**src/rtl/mem_arbiter.sv**
```systemverilog
// rtl/mem_arbiter.sv - fetch/data arbiter and sequencer for one fixed-latency unified memory
// Optional MEM_ARB_ROUND_ROBIN_EN: alternate grants on contention instead of data-port priority.
module mem_arbiter #(
    parameter int MEM_LATENCY = 2
) (
    input  logic        clk,
    input  logic        rst,
    input  logic        if_req,
    input  logic [15:0] if_addr,
    output logic [31:0] if_rdata,
    output logic        if_ready,
    input  logic        dm_req,
    input  logic        dm_we,
    input  logic [15:0] dm_addr,
    input  logic [31:0] dm_wdata,
    output logic [31:0] dm_rdata,
    output logic        dm_ready,
    output logic        stall_if,
    output logic        stall_mem,
    output logic        mem_en,
    output logic        mem_we,
    output logic [15:0] mem_addr,
    output logic [31:0] mem_wdata,
    input  logic [31:0] mem_rdata,
    output logic        busy
);
    localparam logic [1:0] IDLE   = 2'd0;
    localparam logic [1:0] ACCESS = 2'd1;
    localparam logic [1:0] RESP   = 2'd2;

    localparam int CW = (MEM_LATENCY > 1) ? $clog2(MEM_LATENCY) : 1;
    localparam logic [CW-1:0] CNT_LOAD = CW'(MEM_LATENCY - 1);

    logic [1:0]    state;
    logic [CW-1:0] cnt;
    logic          owner;      // 1 = data port owns the current access
    logic [15:0]   lat_addr;
    logic          lat_we;
    logic [31:0]   lat_wdata;
    logic          grant_dm;
    logic          access;

`ifdef MEM_ARB_ROUND_ROBIN_EN
    logic last_dm;

    // On contention, hand the grant to whichever port did not win last time.
    always_comb grant_dm = dm_req & (~if_req | ~last_dm);

    always_ff @(posedge clk or posedge rst) begin
        if (rst) begin
            last_dm <= 1'b0;
        end else if (state == IDLE && (if_req || dm_req)) begin
            last_dm <= grant_dm;
        end
    end
`else
    always_comb grant_dm = dm_req;
`endif

    always_ff @(posedge clk or posedge rst) begin
        if (rst) begin
            state     <= IDLE;
            cnt       <= '0;
            owner     <= 1'b0;
            lat_addr  <= '0;
            lat_we    <= 1'b0;
            lat_wdata <= '0;
            if_rdata  <= '0;
            dm_rdata  <= '0;
        end else begin
            case (state)
                IDLE: begin
                    if (if_req || dm_req) begin
                        owner     <= grant_dm;
                        lat_addr  <= grant_dm ? dm_addr : if_addr;
                        lat_we    <= grant_dm & dm_we;
                        lat_wdata <= grant_dm ? dm_wdata : '0;
                        cnt       <= CNT_LOAD;
                        state     <= ACCESS;
                    end
                end
                ACCESS: begin
                    if (cnt == '0) begin
                        if (!lat_we) begin
                            if (owner) dm_rdata <= mem_rdata;
                            else       if_rdata <= mem_rdata;
                        end
                        state <= RESP;
                    end else begin
                        cnt <= cnt - 1'b1;
                    end
                end
                RESP:    state <= IDLE;
                default: state <= IDLE;
            endcase
        end
    end

    assign access    = (state == ACCESS);
    assign mem_en    = access;
    assign mem_we    = access & lat_we;
    assign mem_addr  = access ? lat_addr : '0;
    assign mem_wdata = access ? lat_wdata : '0;
    assign if_ready  = (state == RESP) & ~owner;
    assign dm_ready  = (state == RESP) & owner;
    assign busy      = (state != IDLE);
    assign stall_if  = if_req & ~if_ready;
    assign stall_mem = dm_req & ~dm_ready;
endmodule

```
**config.mk**
```make
export PLATFORM = sky130hd
export DESIGN_NAME = mem_arbiter
export DESIGN_NICKNAME = d
export VERILOG_FILES = /design/src/rtl/mem_arbiter.sv
export SDC_FILE = /design/constraint.sdc
export NUM_CORES = 1
export LEC_CHECK = 0
export ABC_AREA = 0
export BUFFER_PORTS_ARGS = -buffer_cell sky130_fd_sc_hd__buf_4
export CORE_ASPECT_RATIO = 1.1
export CORE_MARGIN = 8
export CORE_UTILIZATION = 47
export DETAILED_ROUTE_END_ITERATION = 6
export PLACE_DENSITY = 0.82
export SETUP_SLACK_MARGIN = 0.4
export SLEW_MARGIN = 30
export SYNTH_ARGS = -nofsm -noshare
export SYNTH_HDL_FRONTEND = slang
export SYNTH_SLANG_ARGS = --single-unit
export TNS_END_PERCENT = 30
```
**constraint.sdc**
```tcl
create_clock -name clk -period 4.9 [get_ports clk]
set_clock_uncertainty 0.05 [all_clocks]
set_input_delay 0.49 -clock clk [delete_from_list [all_inputs] [get_ports clk]]
set_output_delay 0.49 -clock clk [all_outputs]
set_load 0.02 [all_outputs]
```
==> results of run 1 <==
## cell type report
type,instances,area (um2)
Clock inverter,12,176
Clock buffer,20,457
Fill cell,709,3040
Multi-Input combinational cell,196,1810
Sequential cell,117,2930
Tap cell,123,154
Inverter,3,13.8
Timing Repair Buffer,222,1670
## metal layers
layer	share of wire	routed length (um)
met1	0.40	5250
met2	0.48	6350
met3	0.11	1500
met4	0.011	142
met5	0	0
## worst paths after layout
| kind | start | end | slack [ps] | depth (start not counted) |
|---|---|---|---|---|
| min reg2reg | lat_wdata[28]$_DFFE_PP0P_ | lat_wdata[28]$_DFFE_PP0P_ | 440 | 1 |
| max reg2reg | state[1]$_DFFE_PP0P_ | dm_rdata[24]$_DFFE_PP0P_ | 2180 | 4 |
| max in group asynchronous | rst | if_rdata[0]$_DFFE_PP0P_ | 3410 | 3 |
| min in group clk | dm_wdata[7] | lat_wdata[7]$_DFFE_PP0P_ | 260 | 2 |
| min | rst | if_rdata[13]$_DFFE_PP0P_ | 190 | 2 |
| max | state[1]$_DFFE_PP0P_ | dm_rdata[24]$_DFFE_PP0P_ | 2180 | 4 |
## cells in the final DEF (no fill, tap or decap)
cell                         count
sky130_fd_sc_hd__nand3_2         1
sky130_fd_sc_hd__inv_6           1
sky130_fd_sc_hd__a22o_1         33
sky130_fd_sc_hd__nand2b_4        1
sky130_fd_sc_hd__inv_1           1
sky130_fd_sc_hd__nand2_1         5
sky130_fd_sc_hd__and2_2          1
sky130_fd_sc_hd__bufinv_16       4
sky130_fd_sc_hd__clkbuf_1        1
sky130_fd_sc_hd__clkinv_2        2
sky130_fd_sc_hd__nor2b_1         2
sky130_fd_sc_hd__clkbuf_16      17
sky130_fd_sc_hd__nor2_1          3
sky130_fd_sc_hd__and2_1         49
sky130_fd_sc_hd__nor4_4          1
sky130_fd_sc_hd__o21ai_4         1
sky130_fd_sc_hd__nor3b_1         1
sky130_fd_sc_hd__clkinvlp_4      5
sky130_fd_sc_hd__inv_4           1
sky130_fd_sc_hd__mux2_2         93
sky130_fd_sc_hd__a21o_1          1
sky130_fd_sc_hd__clkbuf_8        2
sky130_fd_sc_hd__dfrtp_1       117
sky130_fd_sc_hd__buf_4         222
sky130_fd_sc_hd__inv_2           1
sky130_fd_sc_hd__mux2_1          3
sky130_fd_sc_hd__and3b_1         1
## cells by family (layout without fill, tap and decap cells)
logic type / count (synthesis) / count (layout)
flip-flops: 117 / 117
buffers and inverters: 25 / 257
AO/OA/AOI/OAI: 35 / 35
AND/OR/NAND/NOR: 65 / 65
multiplexers: 96 / 96
## critical path, stage by stage, from the launching register on
cell and delay [ps]:
sky130_fd_sc_hd__dfrtp_1 400, sky130_fd_sc_hd__nand2b_4 180, sky130_fd_sc_hd__inv_2 510, sky130_fd_sc_hd__nand3_2 850
sky130_fd_sc_hd__mux2_1 590
## state kept, by name, indices dropped and copies added (netlist names)
signal     flops
lat_we         1
cnt            1
if_rdata      32
lat_wdata     32
owner          1
state          2
lat_addr      16
dm_rdata      32
## stage by stage
step	std cells	setup slack [ps]	power [uW]
5_1_grt	693	1950	5780
4_1_cts	693	2120	5540
6_report	693	2180	5480
3_3_place_gp	661	2230	4130
3_5_place_dp	661	2110	4210
2_1_floorplan	338	1260	3170
## power by group through the flow
stage | registers (uW) | logic (uW) | clock network (uW)
2_1_floorplan | 2000 | 1170 | 0
3_3_place_gp | 1700 | 2430 | 0
3_5_place_dp | 1720 | 2490 | 0
4_1_cts | 1710 | 2490 | 1330
5_1_grt | 1760 | 2630 | 1380
6_report | 1710 | 2460 | 1310
==> summary.txt, run 1 <==
Status
  – Result of the run: finished, final reports clean

Timing
  – Maximum operating frequency: ~370 MHz
  – Worst slew margin relative to its limit: 0.409
  – Worst-case hold slack: slightly below 200 ps
  – Post-route setup TNS: 0 ps
  – Worst Tran Pin Value: roughly 890 ps
  – Final critical path time including I/O delays and setup: 2720 ps
  – Share of the cycle needed by the critical path after routing: 0.554
  – Final Hold Vio Count: 0
  – Count of final setup violators: 0
  – RSZ-0062 raised after global routing: no
  – Final Slew Violations: 0

Global route
  – First-pass GRT wire length: around 21000 um
  – Layer with the highest usage after global routing: met2
  – Via count of the first global-routing pass: about 4000
  – Pin count of the biggest net entering global routing: 65
  – Global-route met2 utilization: 0.318
  – Met1 GRT Util: 0.211
  – Initial antenna violation count: 0
  – Met3 usage: 0.107
  – Aggregate global routing overflow: 0
  – GRT Total Usage: 0.195

Synth
  – Synth cell count leaders: 117 x sky130_fd_sc_hd__dfrtp_1, 93 x sky130_fd_sc_hd__mux2_2, 50 x sky130_fd_sc_hd__and2_1, 33 x sky130_fd_sc_hd__a22o_1
  – Main combinational cell family by area after synthesis: multiplexers
  – Warnings from Yosys: 0
  – Most repeated cell in the gate-level netlist after synthesis: sky130_fd_sc_hd__dfrtp_1
  – Per-instance average area after synthesis: between 10 and 15 um2
  – Largest cells by area after synthesis: sky130_fd_sc_hd__dfrtp_1 60%, sky130_fd_sc_hd__mux2_2 22%, sky130_fd_sc_hd__and2_1 6.4%
  – Fraction of synthesis flops using an asynchronous set or reset pin: 1.00
  – Synth unique cells: 21
  – Multiplexer share of the synthesized area: 0.222
  – Ys flop type: sky130_fd_sc_hd__dfrtp_1
  – Post-Synth Adder-Cell Area: 0
  – Area fraction of the dominant cell type after synthesis: 0.601
  – Area share of xor/xnor cells in the synthesized design: 0
  – Compound-Gate Fraction of Synth Area: 0.0627
  – Count of flip-flops with a built-in enable after synthesis: 0
  – Number of cells produced by synthesis: between 300 and 400
  – Library cell with the largest summed area after synthesis: sky130_fd_sc_hd__dfrtp_1
  – Area fraction in and, or, nand and nor cells after synthesis: 0.0856
  – Seq cells post-synth: roughly 120
  – Net count after synthesis: 439
  – Register area share after synthesis: 0.601
  – Netlist area before placement: about 0.005 mm2

Pwr
  – P_leak: ~0.0035 uW
  – Seq pwr share: 0.312
  – Clock power frac: 0.239
  – Net switching share of the total power: 0.360
  – Power density cells: approximately 760 mW/mm2
  – Internal portion of total power: 3500 uW
  – Switching power: approximately 2000 uW
  – Comb power frac: 0.449
  – Worst vdd ir: 0.356 mV

Job
  – Number of maximum-capacitance violations: 0

Drt
  – Routed WL per cell: between 15 and 20 um
  – Per-cell via count in the routed design: around 5.2
  – Total wire length: ~13000 um
  – Total via count in the routed design: about 3600
  – First-pass DRT Iterations: 4
  – DRC marker count from the first detailed-route iteration: about 130
  – Number of nets with antenna violations after detailed routing: 0
  – DRC violation count after routing: 0

Floorplan
  – Number of core rows: 39
  – Standard cell core area: approximately 0.010 mm2
  – Boundary Pins: 220
  – Die width: about 110 um
  – Die Y: roughly 120 um
  – Starting Density: 0.475
  – Total die area: 0.0139 mm2

Clocking
  – CTS buffer count: 17
  – Hold-fix buffers, CTS: 0
  – Cell at the root of the clock tree: sky130_fd_sc_hd__clkbuf_16
  – Clock slew at reported path FFs: approximately 50 ps
  – Post-CTS Setup Bufs: 0
  – Clock H-tree levels: 4
  – Clock latency of the later-clocked register in the worst-skew pair: slightly below 400 ps
  – Maximum count of clock buffers along a single path: 2
  – Number of sinks on the clock net: 117
  – # resized after CTS: 0
  – TritonCTS clock tree: built

Critical path
  – CP Launch Type: register
  – Worst setup EP type: register
  – Required @ worst endpoint: approximately 5100 ps
  – Peak fanout along the critical path: 52
  – Kind of critical path: reg2reg
  – Arrival time at the worst endpoint: just under 3000 ps

Finish
  – Area of all placed cells without fillers: a little over 0.007 mm2
  – NumNets Final: about 660
  – Number of antenna repair diodes: 0
  – Layout cells sized above 1: 0.619
  – Final core area utilization: 0.703
  – Area growth syn-to-layout: 48.0%

Hold path
  – Class of the most critical hold timing path: in2async

Placement
  – Placed cell areas: approximately 0.0066 mm2
  – Count of buffers from port buffering: between 200 and 250
  – HPWL Detailed: 9530 um
  – Routability-driven placement congestion ratio: 0.772
Power figures use the tool's default switching activity.
==> inputs of run 2 (changes only) <==
Settings changed: ABC_AREA 0 to 1, CORE_UTILIZATION 47 to 44, PLACE_DENSITY 0.82 to 0.79.
Clock period 4.9 ns to 2.35 ns, I/O delays scaled along.
==> run 2 against run 1 <==
Net effect: non-clock buffer count grew 44; clock-buffer cell count shrank 1; clock power grew 92%; combinational power grew 140%; critical path type is now reg2out.
==> summary.txt, run 2 <==
Critical path
  – CP Launch Type: register
  – Delay contributed by the slowest stage of the critical path: between 400 and 500 ps
  – Crit-path leading delay family: buffers and inverters
  – Kind of critical path: reg2out
  – CP cell instances: nor2_4, buf_8, buf_4
  – Critical Path Source: state[1]$_DFFE_PP0P_
  – Worst setup EP type: primary output
  – Required @ worst endpoint: between 2000 and 2500 ps
  – R2R Path Start: lat_we$_DFFE_PP0P_
  – Total buffers and inverters traversed by the critical path: 2
  – Peak fanout along the critical path: 50
  – Arrival time at the worst endpoint: 1580 ps
  – Critical path's slowest cell: sky130_fd_sc_hd__dfrtp_1

Synth
  – Main combinational cell family by area after synthesis: simple AND/OR/NAND/NOR gates
  – Area fraction in and, or, nand and nor cells after synthesis: 0.355
  – Fraction of synthesis flops using an asynchronous set or reset pin: 1.00
  – Synth unique cells: 17
  – Synth cell count leaders: 324 x sky130_fd_sc_hd__nand2_1, 117 x sky130_fd_sc_hd__dfrtp_1, 64 x sky130_fd_sc_hd__nand4_1, 54 x sky130_fd_sc_hd__inv_1, 54 x sky130_fd_sc_hd__nor2_1
  – Multiplexer share of the synthesized area: 0
  – Area share of xor/xnor cells in the synthesized design: 0
  – Most repeated cell in the gate-level netlist after synthesis: sky130_fd_sc_hd__nand2_1
  – Area fraction of the dominant cell type after synthesis: 0.552
  – Ys flop type: sky130_fd_sc_hd__dfrtp_1
  – Warnings from Yosys: 0
  – Net count after synthesis: roughly 780
  – Register area share after synthesis: 0.552
  – Seq cells post-synth: between 100 and 150
  – Post-Synth Adder-Cell Area: 0
  – Compound-Gate Fraction of Synth Area: 0.00637
  – Netlist area before placement: 0.00530 mm2
  – Largest cells by area after synthesis: sky130_fd_sc_hd__dfrtp_1 55%, sky130_fd_sc_hd__nand2_1 23%, sky130_fd_sc_hd__nand4_1 7.6%
  – Number of cells produced by synthesis: ~680
  – Library cell with the largest summed area after synthesis: sky130_fd_sc_hd__dfrtp_1
  – Count of flip-flops with a built-in enable after synthesis: 0
  – Per-instance average area after synthesis: slightly below 8 um2

Timing
  – RSZ-0062 raised after global routing: yes
  – Worst Tran Pin Value: between 500 and 600 ps
  – Worst slew margin relative to its limit: 0.604
  – Worst setup margin: 483 ps
  – Count of final setup violators: 0
  – Final Slew Violations: 0
  – Share of the cycle needed by the critical path after routing: 0.795
  – Post-route setup TNS: 0 ps
  – Final critical path time including I/O delays and setup: around 1900 ps
  – Maximum operating frequency: roughly 540 MHz
  – Final Hold Vio Count: 0

Clocking
  – Number of sinks on the clock net: about 120
  – CTS buffer count: 17
  – Clock slew at reported path FFs: about 60 ps
  – Cell at the root of the clock tree: sky130_fd_sc_hd__clkbuf_16
  – Clock H-tree levels: 4
  – Clock latency of the later-clocked register in the worst-skew pair: 400 ps
  – TritonCTS clock tree: built
  – Maximum count of clock buffers along a single path: 2

Pwr
  – Power density cells: ~1500 mW/mm2
  – Net switching share of the total power: 0.439
  – Seq pwr share: 0.300
  – Comb power frac: 0.488
  – Switching power: approximately 5200 uW
  – P_leak: roughly 0.0044 uW
  – Internal portion of total power: ~6700 uW
  – Worst vdd ir: between 0.7 and 0.8 mV
  – Clock power frac: 0.212

Drt
  – Total via count in the routed design: 5295
  – Routed WL per cell: roughly 16 um
  – Number of nets with antenna violations after detailed routing: 0
  – Per-cell via count in the routed design: around 4.9
  – First-pass DRT Iterations: 7
  – DRC marker count from the first detailed-route iteration: approximately 360
  – DRC violation count after routing: 0
  – Total wire length: 17100 um

Finish
  – Most frequent standard cell in the layout excluding fill and tap cells: sky130_fd_sc_hd__nand2_1
  – Top flop regs: dm_rdata x32, if_rdata x32, lat_wdata x32
  – Layout cells sized above 1: 0.299
  – Final core area utilization: 0.670
  – Commonest cells after routing, fill and taps aside: 324 x sky130_fd_sc_hd__nand2_1, 231 x sky130_fd_sc_hd__buf_4, 117 x sky130_fd_sc_hd__dfrtp_1
  – Area growth syn-to-layout: 50.2%
  – NumNets Final: about 1000

Hold path
  – Critical hold path startpoint: dm_wdata[14]
  – Class of the most critical hold timing path: in2reg

Floorplan
  – Die Y: 131 um
  – Total die area: between 0.015 and 0.02 mm2
  – Starting Density: 0.446
  – Die width: around 120 um
  – Number of core rows: 42
  – Standard cell core area: roughly 0.012 mm2
  – Boundary Pins: 220

Global route
  – First-pass GRT wire length: approximately 28000 um
  – Met3 usage: 0.0904
  – Met1 GRT Util: 0.253
  – Pin count of the biggest net entering global routing: 52
  – Initial antenna violation count: 1
  – Global-route met2 utilization: 0.352
  – GRT Total Usage: 0.219
  – Via count of the first global-routing pass: between 5000 and 6000
  – Aggregate global routing overflow: 0
  – Layer with the highest usage after global routing: met2

Placement
  – HPWL Detailed: 11400 um
  – Routability-driven placement congestion ratio: ~0.80
  – Setup Slack @ Placement: 536 ps
  – Count of buffers from port buffering: 219

Job
  – Number of maximum-capacitance violations: 0

Status
  – Result of the run: finished, final reports clean
==> run 2: cell count changes after synthesis, moves of 5 or more <==
cell                       previous run  this run
sky130_fd_sc_hd__a22o_1              33         0
sky130_fd_sc_hd__and2_1              50         0
sky130_fd_sc_hd__buf_2                8        33
sky130_fd_sc_hd__buf_4                3         8
sky130_fd_sc_hd__clkbuf_1             8         2
sky130_fd_sc_hd__inv_1                2        54
sky130_fd_sc_hd__mux2_2              93         0
sky130_fd_sc_hd__nand2_1              5       324
sky130_fd_sc_hd__nand4_1              0        64
sky130_fd_sc_hd__nor2_1               3        54
sky130_fd_sc_hd__o21ai_0              0         5
==> run 2: cell type report <==
class	count	area, um2
antenna	1	2.50
tap	154	193
inverter	59	235
timing repair buffer	266	2100
fill	962	3910
clock buffer	19	443
sequential	117	2930
clock inverter	13	134
multi-input combinational	455	1930
==> run 2: power groups by stage <==
stage | registers [uW] | logic (uW) | clock network, uW
after floorplan | 4140 | 2850 | 0
after global placement | 3550 | 5590 | 0
after detailed placement | 3570 | 5710 | 0
after CTS | 3550 | 5790 | 2560
after global routing | 3680 | 6360 | 2650
final | 3560 | 5790 | 2510
==> run 2: what timing repair did <==
action	4_1_cts	5_1_grt
setup buffers	0	1
resized for setup	3	5
endpoints found under the hold margin	54	0
endpoints found under the setup margin	51	20
pin swaps	0	1
gates cloned	0	0
hold buffers	32	0
==> run 2: path summary, 6_finish.rpt <==
check	to	cells past startpoint	slack, ps
setup / recovery	mem_en	3	480
hold / removal	lat_wdata[14]$_DFFE_PP0P_	3	10
setup reg to reg	dm_rdata[15]$_DFFE_PP0P_	6	640
hold reg to reg	dm_rdata[13]$_DFFE_PP0P_	2	420
max in group asynchronous	dm_rdata[13]$_DFFE_PP0P_	4	1290
min in group asynchronous	lat_addr[13]$_DFFE_PP0P_	3	230
==> run 2: worst min-delay path: stages <==
cell and delay, ps:
sky130_fd_sc_hd__buf_4 70, sky130_fd_sc_hd__nand2_1 50, sky130_fd_sc_hd__nand2_1 70
==> run 2: cells by family after synthesis <==
| logic type | Yosys count |
|---|---|
| buf+inv | 103 |
| compound gates | 6 |
| flops | 117 |
| simple gates | 449 |
==> run 2: stage by stage <==
stage / area (um2) / instances / power (uW) / hold slack, ps
after global placement: 7030 / 1018 / 9140 / 90.7
final: 7960 / 1084 / 11900 / 12.4
after global routing: 7960 / 1084 / 12700 / 4.37
after floorplan: 5300 / 675 / 6990 / 302
after detailed placement: 7030 / 1018 / 9280 / 92.5
after CTS: 7940 / 1082 / 11900 / 2.35
==> run 2: per-layer routing <==
layer / share of wire / wire (um) / vias up
li1: - / - / 2572
met1: 0.40 / 6830 / 2493
met2: 0.48 / 8270 / 205
met3: 0.097 / 1660 / 25
met4: 0.019 / 321 / 0
met5: 0 / 0 / -
==> inputs of run 3 (changes only) <==
Settings changed: ABC_AREA 1 to 0, CORE_UTILIZATION 44 to 47, PLACE_DENSITY 0.79 to 0.82.
Clock period 2.35 ns to 1.89 ns, I/O delays scaled along.
==> run 3 against run 2 <==
Net effect: register-to-register slack worse by 450 ps; setup slack got worse by 390 ps; sequential power rose by 28%; hold slack better by 87 ps; clock-buffer cell count increased by 4; first-iteration DRC count is 50% lower; highest routed layer unchanged; via count decreased by 23%; routed wire length shrank 1.8%; sequential share of layout area shrank 2.3 points; sequential cell count unchanged; utilization is 16 points higher; critical path type unchanged.
==> summary.txt, run 3 (synthesis results as in run 1) <==
Critical path
  – Peak fanout along the critical path: 13
  – Number of cells on the worst reg-to-reg path: 5
  – Kind of critical path: reg2out
  – Worst setup EP type: primary output
  – Required @ worst endpoint: between 1500 and 2000 ps
  – CP Launch Type: register
  – Arrival time at the worst endpoint: between 1500 and 2000 ps
  – CP cell instances: nand2b_4, inv_6, buf_12, buf_16, and2_1, buf_6
  – Delay contributed by the slowest stage of the critical path: approximately 380 ps
  – Critical path's slowest cell: sky130_fd_sc_hd__dfrtp_1

Finish
  – Top flop regs: dm_rdata x32, if_rdata x32, lat_wdata x32
  – Number of antenna repair diodes: 0
  – NumNets Final: roughly 740
  – Cell Count, Final, Fillers Out: around 780
  – Most frequent standard cell in the layout excluding fill and tap cells: sky130_fd_sc_hd__buf_4
  – Final core area utilization: 0.828
  – Layout filler cell count: 491
  – Layout cells sized above 1: 0.640
  – Commonest cells after routing, fill and taps aside: 177 x sky130_fd_sc_hd__buf_4, 117 x sky130_fd_sc_hd__dfrtp_1, 93 x sky130_fd_sc_hd__mux2_2
  – Area growth syn-to-layout: 74.2%

Global route
  – GRT Total Usage: 0.245
  – Via count of the first global-routing pass: 4821
  – First-pass GRT wire length: ~26000 um
  – Pin count of the biggest net entering global routing: between 100 and 150
  – Initial antenna violation count: 0
  – Aggregate global routing overflow: 0

Placement
  – Routability-driven placement congestion ratio: about 0.75
  – HPWL Detailed: 10000 um
  – Count of buffers from port buffering: around 220
  – Setup Slack @ Placement: 291 ps
  – Count of placed standard cells including taps: about 670

Drt
  – Top metal layer carrying routed signals: met4
  – Wire length on met2: 8380 um
  – Total wire length: 16800 um
  – DRC violation count after routing: 0
  – Wire length on met3: about 1700 um
  – Total via count in the routed design: 4074
  – Per-cell via count in the routed design: 5.26
  – Routed WL per cell: 21.7 um
  – DRC marker count from the first detailed-route iteration: 179
  – Number of nets with antenna violations after detailed routing: 0
  – First-pass DRT Iterations: 4
  – Detailed-routing wirelength on met1: a little over 6000 um

Floorplan
  – Die width: between 100 and 150 um
  – Total die area: 0.0139 mm2
  – Boundary Pins: 220
  – Number of core rows: 39
  – Starting Density: 0.475
  – Die Y: between 100 and 150 um
  – Standard cell core area: around 0.01 mm2

Timing
  – Share of the cycle needed by the critical path after routing: 0.951
  – Worst setup margin: slightly above 90 ps
  – Final Hold Vio Count: 0
  – RSZ-0062 raised after global routing: yes
  – Maximum operating frequency: roughly 560 MHz
  – Worst slew margin relative to its limit: 0.573
  – Final critical path time including I/O delays and setup: ~1800 ps
  – Final Slew Violations: 0
  – Worst Tran Pin Value: 641 ps
  – Post-route setup TNS: 0 ps
  – Count of final setup violators: 0

Clocking
  – CTS buffer count: 17
  – Clock slew at reported path FFs: around 50 ps
  – Maximum count of clock buffers along a single path: 2
  – Number of sinks on the clock net: roughly 120
  – Clock latency of the later-clocked register in the worst-skew pair: ~400 ps
  – Clock H-tree levels: 4
  – TritonCTS clock tree: built
  – Cell at the root of the clock tree: sky130_fd_sc_hd__clkbuf_16

Pwr
  – Switching power: 5760 uW
  – Worst vdd ir: 1.08 mV
  – Comb power frac: 0.520
  – Clock power frac: 0.197
  – Seq pwr share: 0.283
  – Power density cells: roughly 1900 mW/mm2
  – Net switching share of the total power: 0.358
  – Internal portion of total power: just over 10000 uW
  – P_leak: 0.00405 uW

Job
  – Number of maximum-capacitance violations: 0

Status
  – Result of the run: finished, final reports clean

Hold path
  – Hold path cells: 3
  – Class of the most critical hold timing path: in2reg
run 3: cell types whose count changed in the layout (fill, tap and decap cells not counted), sizes merged, moves of 3 or more:
cell,change
nand2,-320
mux2,+96
nand4,-64
inv,-56
nor2,-55
and2,+50
dlygate4sd3,+34
a22o,+33
buf,+5
o21ai,-5
clkbuf,+4
clkinvlp,-3
run 3: per-stage QoR:
stage	hold slack (ps)	power [uW]	cell area [um2]
floorplan	271	8220	4870
global placement	362	10800	6660
detailed placement	366	11000	6660
CTS	60.8	15900	8420
global route	94.8	16800	8480
finish	98.9	16100	8480
run 3: area by class of cell:
type	count	area [um2]	share of cell area
Sequential cell	117	2930	0.345
Tap cell	123	154	0.0181
Clock buffer	23	498	0.0587
Inverter	3	20.0	0.00236
Multi-Input combinational cell	196	1950	0.229
Clock inverter	8	97.6	0.0115
Timing Repair Buffer	305	2840	0.335
run 3: power by group through the flow:
stage,clock (uW),sequential (uW),combinational (uW)
floorplan,0,5180,3040
global placement,0,4450,6390
detailed placement,0,4510,6540
CTS,3220,4500,8130
global route,3360,4680,8790
finish,3170,4550,8350
run 3: worst paths after layout:
path | from | to | slack (ps)
worst max-delay path | state[1]$_DFFE_PP0P_ | mem_wdata[12] | 90
worst min-delay path | dm_addr[13] | lat_addr[13]$_DFFE_PP0P_ | 100
worst max register to register | state[1]$_DFFE_PP0P_ | if_rdata[4]$_DFFE_PP0P_ | 190
worst min register to register | if_rdata[16]$_DFFE_PP0P_ | if_rdata[16]$_DFFE_PP0P_ | 440
max in group asynchronous | rst | lat_wdata[3]$_DFFE_PP0P_ | 830
min in group asynchronous | rst | dm_rdata[31]$_DFFE_PP0P_ | 460
run 3: per-layer routing:
layer  up-vias  track usage
li1       1795            -
met1      2044        0.260
met2       200        0.417
met3        35        0.103
met4         0        0.118
met5         -            0
run 3: timing repair:
| item | CTS | global route |
|---|---|---|
| hold endpoints to repair | 214 | 0 |
| resized for setup | 93 | 20 |
| cloned | 5 | 0 |
| setup endpoints to repair | 131 | 168 |
| pin swaps | 22 | 3 |
| setup buffers | 6 | 0 |
| hold buffers | 66 | 0 |
run 3: critical path: cells and delay by family (launching register included):
| kind | cells | cell delay (ps) |
|---|---|---|
| buffers and inverters | 4 | 470 |
| flip-flops | 1 | 380 |
| AND/OR/NAND/NOR | 2 | 310 |
